[config.mk]
export PLATFORM = sky130hd
export DESIGN_NAME = regfile_write_queue
export DESIGN_NICKNAME = d
export VERILOG_FILES = /design/src/rtl/regfile_write_queue.sv
export SDC_FILE = /design/constraint.sdc
export NUM_CORES = 1
export LEC_CHECK = 0
export CAP_MARGIN = 20
export CORE_UTILIZATION = 25
export CTS_CLUSTER_SIZE = 8
export DETAILED_ROUTE_END_ITERATION = 8
export GPL_TIMING_DRIVEN = 0
export HOLD_SLACK_MARGIN = 0.05
export PLACE_DENSITY = 0.51
export SKIP_CTS_REPAIR_TIMING = 1
export SLEW_MARGIN = 10
export SYNTH_ARGS = -nofsm -noshare
export SYNTH_HDL_FRONTEND = slang
export SYNTH_SLANG_ARGS = --single-unit
[constraint.sdc]
create_clock -name clk -period 3.45 [get_ports clk]
set_clock_uncertainty 0.05 [all_clocks]
set_input_delay 0.345 -clock clk [delete_from_list [all_inputs] [get_ports clk]]
set_output_delay 0.345 -clock clk [all_outputs]
set_load 0.05 [all_outputs]
[src/rtl/regfile_write_queue.sv]
// regfile_write_queue: in-order write queue feeding the single register file write port; WB_MERGE_EN merges writes into the youngest entry
module regfile_write_queue #(
  parameter int DEPTH  = 4,
  parameter int DATA_W = 32,
  parameter int ADDR_W = 5
) (
  input  logic              clk,
  input  logic              rst_n,
  input  logic              wb_valid,
  input  logic [ADDR_W-1:0] wb_reg,
  input  logic [DATA_W-1:0] wb_data,
  input  logic              md_valid,
  input  logic [ADDR_W-1:0] md_reg,
  input  logic [DATA_W-1:0] md_data,
  output logic              md_ready,
  output logic              regwrite,
  output logic [ADDR_W-1:0] write_reg,
  output logic [DATA_W-1:0] write_data,
  output logic [31:0]       pending,
  input  logic [ADDR_W-1:0] byp_reg,
  output logic              byp_hit,
  output logic [DATA_W-1:0] byp_data
);
  localparam int CW = $clog2(DEPTH + 1);
  logic [ADDR_W-1:0] ent_reg_q [DEPTH];
  logic [ADDR_W-1:0] ent_reg_d [DEPTH];
  logic [DATA_W-1:0] ent_data_q [DEPTH];
  logic [DATA_W-1:0] ent_data_d [DEPTH];
  logic [CW-1:0]     count_q, count_d, n;
  logic              regwrite_q, regwrite_d;
  logic [ADDR_W-1:0] write_reg_q, write_reg_d;
  logic [DATA_W-1:0] write_data_q, write_data_d;
  logic [1:0]        in_v;
  logic [ADDR_W-1:0] in_r [2];
  logic [DATA_W-1:0] in_d [2];
  logic              mrg;
  assign md_ready   = count_q <= CW'(DEPTH - 2);
  assign in_v       = {md_valid && md_ready && md_reg != '0, wb_valid && wb_reg != '0};
  assign in_r       = '{wb_reg, md_reg};
  assign in_d       = '{wb_data, md_data};
  assign regwrite   = regwrite_q;
  assign write_reg  = write_reg_q;
  assign write_data = write_data_q;
  // Pop the head into the port, compact the queue, then append wb before md (entry 0 is always the head)
  always_comb begin
    ent_reg_d    = ent_reg_q;
    ent_data_d   = ent_data_q;
    regwrite_d   = 1'b0;
    write_reg_d  = write_reg_q;
    write_data_d = write_data_q;
    n            = count_q;
    mrg          = 1'b0;
    if (count_q != '0) begin
      regwrite_d   = 1'b1;
      write_reg_d  = ent_reg_q[0];
      write_data_d = ent_data_q[0];
      for (int i = 0; i < DEPTH - 1; i++) begin
        ent_reg_d[i]  = ent_reg_q[i+1];
        ent_data_d[i] = ent_data_q[i+1];
      end
      n = count_q - CW'(1);
    end
    for (int k = 0; k < 2; k++) begin
      mrg = 1'b0;
`ifdef WB_MERGE_EN
      for (int j = 0; j < DEPTH; j++) begin
        if (in_v[k] && CW'(j + 1) == n && ent_reg_d[j] == in_r[k]) begin
          ent_data_d[j] = in_d[k];
          mrg           = 1'b1;
        end
      end
`endif
      if (in_v[k] && !mrg) begin
        for (int j = 0; j < DEPTH; j++) begin
          if (CW'(j) == n) begin
            ent_reg_d[j]  = in_r[k];
            ent_data_d[j] = in_d[k];
          end
        end
        n = n + CW'(1);
      end
    end
    count_d = n;
  end
  // Queue and port registers; reset discards everything in flight
  always_ff @(posedge clk or negedge rst_n) begin
    if (!rst_n) begin
      for (int i = 0; i < DEPTH; i++) begin
        ent_reg_q[i]  <= '0;
        ent_data_q[i] <= '0;
      end
      count_q      <= '0;
      regwrite_q   <= 1'b0;
      write_reg_q  <= '0;
      write_data_q <= '0;
    end else begin
      ent_reg_q    <= ent_reg_d;
      ent_data_q   <= ent_data_d;
      count_q      <= count_d;
      regwrite_q   <= regwrite_d;
      write_reg_q  <= write_reg_d;
      write_data_q <= write_data_d;
    end
  end
  // Scoreboard and forwarding over the port and valid entries; later (younger) matches win
  always_comb begin
    pending  = '0;
    byp_hit  = 1'b0;
    byp_data = '0;
    if (regwrite_q) begin
      pending[write_reg_q] = 1'b1;
      if (write_reg_q == byp_reg) begin
        byp_hit  = 1'b1;
        byp_data = write_data_q;
      end
    end
    for (int i = 0; i < DEPTH; i++) begin
      if (CW'(i) < count_q) begin
        pending[ent_reg_q[i]] = 1'b1;
        if (ent_reg_q[i] == byp_reg) begin
          byp_hit  = 1'b1;
          byp_data = ent_data_q[i];
        end
      end
    end
    pending[0] = 1'b0;
    if (byp_reg == '0) begin
      byp_hit  = 1'b0;
      byp_data = '0;
    end
  end
endmodule

; ---- After elaboration in Yosys (flattened, before gate mapping)
; Cells that the tools add are included.
[classes]
n_eq_ne = 11
reduce_logical = 14
bitwise_logic = 4
n_mux = 63
addsub = 3
n_lt_le_gt_ge = 15
[op_table]
columns = op, n
row1 = $mux 32, 24
row2 = $mux 128, 2
row3 = $or 32x32->32, 4
row4 = $mux 96, 1
row5 = $mux 20, 2
row6 = $mux 5, 8
row7 = $lt 5x6->1 const B, 5
row8 = $demux 1 s5, 5
row9 = $eq 5x5->1, 5
row10 = $ge 5x1->1 const B, 5
row11 = $mux 1, 17
row12 = $mux 15, 1
row13 = $eq 2x3->1 const A, 4
row14 = $reduce_bool 5->1, 2
row15 = $mux 3, 3
row16 = $logic_and 1x1->1, 8
row17 = $add 3x1->3 const B, 2
row18 = $eq 1x3->1 const A, 2
row19 = $logic_not 3->1, 2
row20 = $lt 1x3->1 const A, 2
row21 = $lt 2x3->1 const A, 2
row22 = $logic_not 5->1, 1
row23 = $le 3x2->1 const B, 1
row24 = $reduce_bool 3->1, 1
row25 = $sub 3x1->3 const B, 1
[totals]
ff_bits = 189
word_cells = 122
out_inout_bits = 104

; ---- Depth between registers and ports, before layout
[logic_depth]
depth_word = 13
mapped_depth = 17
ltp_nobuf = 13

; ---- Worst setup path before layout
; Ideal clock, no wire load.
[synth_timing]
kind = reg2out
startpoint = register write_reg_q[4], in the netlist write_reg[4]
endpoint = output port byp_data[25]
n_path_buf = 2
path_slack_ps = 188
arrival_time_ps = 2867
path_stages_with_launch = 8
cell_sequence = dfrtp_1 > clkbuf_1 > xnor2_1 > clkbuf_1 > nand2_1 > a2111oi_0 > o311ai_0 > a31oi_1
[synth_between]
elab_chain_len = 12
[synth_rtl]
columns = element, line_no
row1 = start: declaration, 31  ; logic [ADDR_W-1:0] write_reg_q, write_reg_d;
row2 = start signal: assignment, 101  ; write_reg_q <= write_reg_d;
row3 = $eq 5x5->1 *, 112  ; if (write_reg_q == byp_reg) begin
row4 = $mux 32 *, 112
row5 = $mux 32 *, 110  ; if (regwrite_q) begin
row6 = $mux 32, 120  ; if (ent_reg_q[i] == byp_reg) begin
row7 = $mux 32 *, 118  ; if (CW'(i) < count_q) begin
row8 = $mux 32, 120
row9 = $mux 32 *, 118
row10 = $mux 32, 120
row11 = $mux 32 *, 118
row12 = $mux 32, 120
row13 = $mux 32 *, 118
row14 = $mux 32 *, 127  ; if (byp_reg == '0) begin
row15 = end: declaration, 22  ; output logic [DATA_W-1:0] byp_data
; Every way passes the cells marked *; elsewhere a longest branch is shown, timed or not.

; ---- Final worst setup path
[layout_timing]
startpoint = register ent_reg_q[10] (netlist bit)
endpoint = output port byp_data[6]
[layout_between]
elab_chain_len = 8
[layout_rtl]
columns = element, line_no
row1 = start: declaration, 25  ; logic [ADDR_W-1:0] ent_reg_q [DEPTH];
row2 = start signal: assignment, 97  ; ent_reg_q <= ent_reg_d;
row3 = $eq 5x5->1 *, 120
row4 = $mux 32 *, 120
row5 = $mux 32 *, 118
row6 = $mux 32, 120
row7 = $mux 32 *, 118
row8 = $mux 32, 120
row9 = $mux 32 *, 118
row10 = $mux 32 *, 127
; Marks and branches as above.

==> results.toml <==
[run_status]
outcome = "finished with violations"
violations = "negative setup slack"

[worst_hold_path]
hold_path.class = "in -> async"

[cells_and_area]
instances_no_fill = 2252
layout_commonest_cell = "mux2_2"
drive_gt1_frac = 0.320
syn2layout_area_growth_pct = 26.9
final_net_count = 1637
layout_common_cells = "235 x mux2_2, 181 x dfrtp_1, 124 x clkdlybuf4s50_1"
num-fill-cells = 5528
largest_reg_flops = 128
seq_area_um2 = 4740
top_register = "ent_data_q"
multi_input_area_um2 = 8460

[logic_synthesis]
syn-num-nets = 1432
ys_types = 45
synth_top_flop_cell = "dfrtp_1"
synth.avg_cell_area_um2 = 10.3
ys_ff_latch = 189
syn_area_um2 = 13700
yosys_warnings = 0
async_flop_share = 1.00
seq_area_frac_synth = 0.345
synthCells = 1337
synth_edf_count = 0

[clock_network]
cts_buffers = 17
htreeDepth = 4
clock_path_buffers = 2
clock-sinks = 189
cts_tree = "done"
clock_latency_ps = 460
cts_root_buf = "clkbuf_16"
clk_pin_slew_ps = 80

[route]
routed_wl_mm = 63.9
routed_via_density = 5.74
dr.first_iter.drc_count = 1463
vias = 12921
drc = 0
wl_per_cell_um = 28.4
firstDrtPassIters = 8
ant_nets = 0

[power]
pwr-share-comb = 0.659
switching_share = 0.492
intPower_mw = 9.97
peakVddDrop_mv = 0.473
power_frac_seq = 0.232
pwr_density_cell_nw_per_um2 = 1130
p_sw_mw = 9.67
p_leak_nw = 7.68
p_clk_frac = 0.108

[grt]
grt_pass1_wl_mm = 91.1
grt_max_degree = 102
grt.total_usage = 0.223
antenna_found_initial = 1
grt_pass1_vias = 12698
grt_overflow = 0

[sta]
max_freq_mhz = 286
setup_viol = 1
period_share = 1.01
final_hold_viol_count = 0
tightest_slew_ps = 1110
layout_setup_ws_ps = -48.6
max-slew-margin-rel = 0.257
setup_tns_ps = -48.6
rsz0062_at_grt = "true"
min_period_ps = 3500
slew_violations = 0

[floorplanning]
coreArea_um2 = 54000
start_util = 0.254
design.die.area_um2 = 55800
io_pins = 187
rows = 85
die_h_um = 236
dieWidth_um = 236

[setup_path]
r2r-start = "count_q[0]$_DFF_PN0_"
rrSetupSlack_ps = 110
required_ps = 3050
critPathLaunchType = "flip-flop"
crit_type = "reg -> out"
crit_fanout = 10
cp-end-kind = "primary output"
rr_worst_depth = 14
reg2reg_to = "ent_data_q[7]$_DFF_PN0_"
worstPathArrival_ps = 3100

[placed_design]
place_inst = 2217
portBuffers = 180
routabilityCongestion = 0.870
dp_hpwl_mm = 44.0

[run]
maxCapViolations = 0
-- routing by layer --
layer | track usage | vias up | part of all wire
met3 | 0.0538 | 104 | 0.083
met4 | 0.0732 | 0 | 0.027
li1 | - | 5444 | -
met2 | 0.352 | 704 | 0.46
met1 | 0.297 | 6669 | 0.43
met5 | 0 | - | 0
-- cell families after synthesis --
family	count (synthesis)	synth area share
AND/OR/NAND/NOR	310	0.118
AO/OA/AOI/OAI	278	0.141
XOR/XNOR	28	0.0179
multiplexers	371	0.314
flip-flops	189	0.345
buffers and inverters	148	0.0523
adder cells (fa/ha/maj)	12	0.0109
other	1	0.000273
-- cells in the mapped netlist, types with 9 or more instances --
| library cell | count | share of area |
|---|---|---|
| a211oi_1 | 29 | 0.016 |
| a21oi_1 | 39 | 0.014 |
| a222oi_1 | 31 | 0.023 |
| a31oi_1 | 32 | 0.015 |
| and3_1 | 42 | 0.019 |
| and3b_1 | 9 | 0.0057 |
| buf_1 | 10 | 0.0027 |
| buf_2 | 16 | 0.0058 |
| buf_6 | 17 | 0.014 |
| clkbuf_1 | 91 | 0.025 |
| dfrtp_1 | 189 | 0.34 |
| ha_1 | 12 | 0.011 |
| inv_1 | 10 | 0.0027 |
| mux2_2 | 235 | 0.19 |
| mux2_4 | 60 | 0.066 |
| mux2i_1 | 76 | 0.055 |
| nand2_1 | 91 | 0.025 |
| nand3_1 | 36 | 0.013 |
| nand3b_1 | 39 | 0.021 |
| nor2_1 | 56 | 0.015 |
| nor3b_1 | 13 | 0.0071 |
| o21ai_0 | 73 | 0.027 |
| o221ai_1 | 32 | 0.020 |
| o311ai_0 | 31 | 0.020 |
| xnor2_1 | 11 | 0.0070 |
| xor2_1 | 17 | 0.011 |
-- worst max path at each step --
stage                             start                       end
3_3_place_gp                      rst_n  ent_data_q[41]$_DFF_PN0_
2_1_floorplan  write_reg[4]$_DFFE_PN0N_              byp_data[25]
3_5_place_dp       count_q[0]$_DFF_PN0_   ent_data_q[9]$_DFF_PN0_
6_report        ent_reg_q[10]$_DFF_PN0_               byp_data[6]
5_1_grt            count_q[0]$_DFF_PN0_   ent_data_q[7]$_DFF_PN0_
4_1_cts        write_reg[4]$_DFFE_PN0N_              byp_data[25]
-- cell type report --
cell class                      instances  area share
Clock inverter                         12     0.00776
Timing Repair Buffer                  195       0.108
Tap cell                              696      0.0500
Clock buffer                           20      0.0268
Antenna cell                            1    0.000144
Multi-Input combinational cell       1000       0.486
Sequential cell                       189       0.272
Buffer                                129      0.0464
Inverter                               10     0.00216
-- power groups by stage --
| stage | Combinational, mW | Sequential [mW] | Clock (mW) |
|---|---|---|---|
| after global placement | 12.5 | 4.38 | 0 |
| after floorplan | 8.04 | 4.82 | 0 |
| after detailed placement | 12.7 | 4.40 | 0 |
| after global routing | 13.6 | 4.71 | 2.21 |
| final | 12.9 | 4.56 | 2.12 |
| after CTS | 12.7 | 4.37 | 2.14 |
-- per-stage QoR --
stage                     hold WS, ps  area (um2)  utilization  setup WS, ps  total power [mW]
after floorplan                -0.591       13700            -           188              12.9
after global placement            434       16400        0.303         -6750              16.9
after detailed placement          383       16500        0.305         -1260              17.1
after CTS                       -96.4       17100        0.316         -1460              19.2
after global routing              487       17400        0.322         -52.7              20.5
final                             426       17400        0.322         -48.6              19.6
-- critical path, stage by stage (launching register included) --
cell      delay, ps
dfrtp_2         480
xor2_1          210
nor4_4          310
buf_4           170
clkbuf_1        550
nand3b_1        220
o311ai_1        220
a31oi_1         200
clkbuf_2        280
Note: power is estimated with default switching activity, not from simulation.
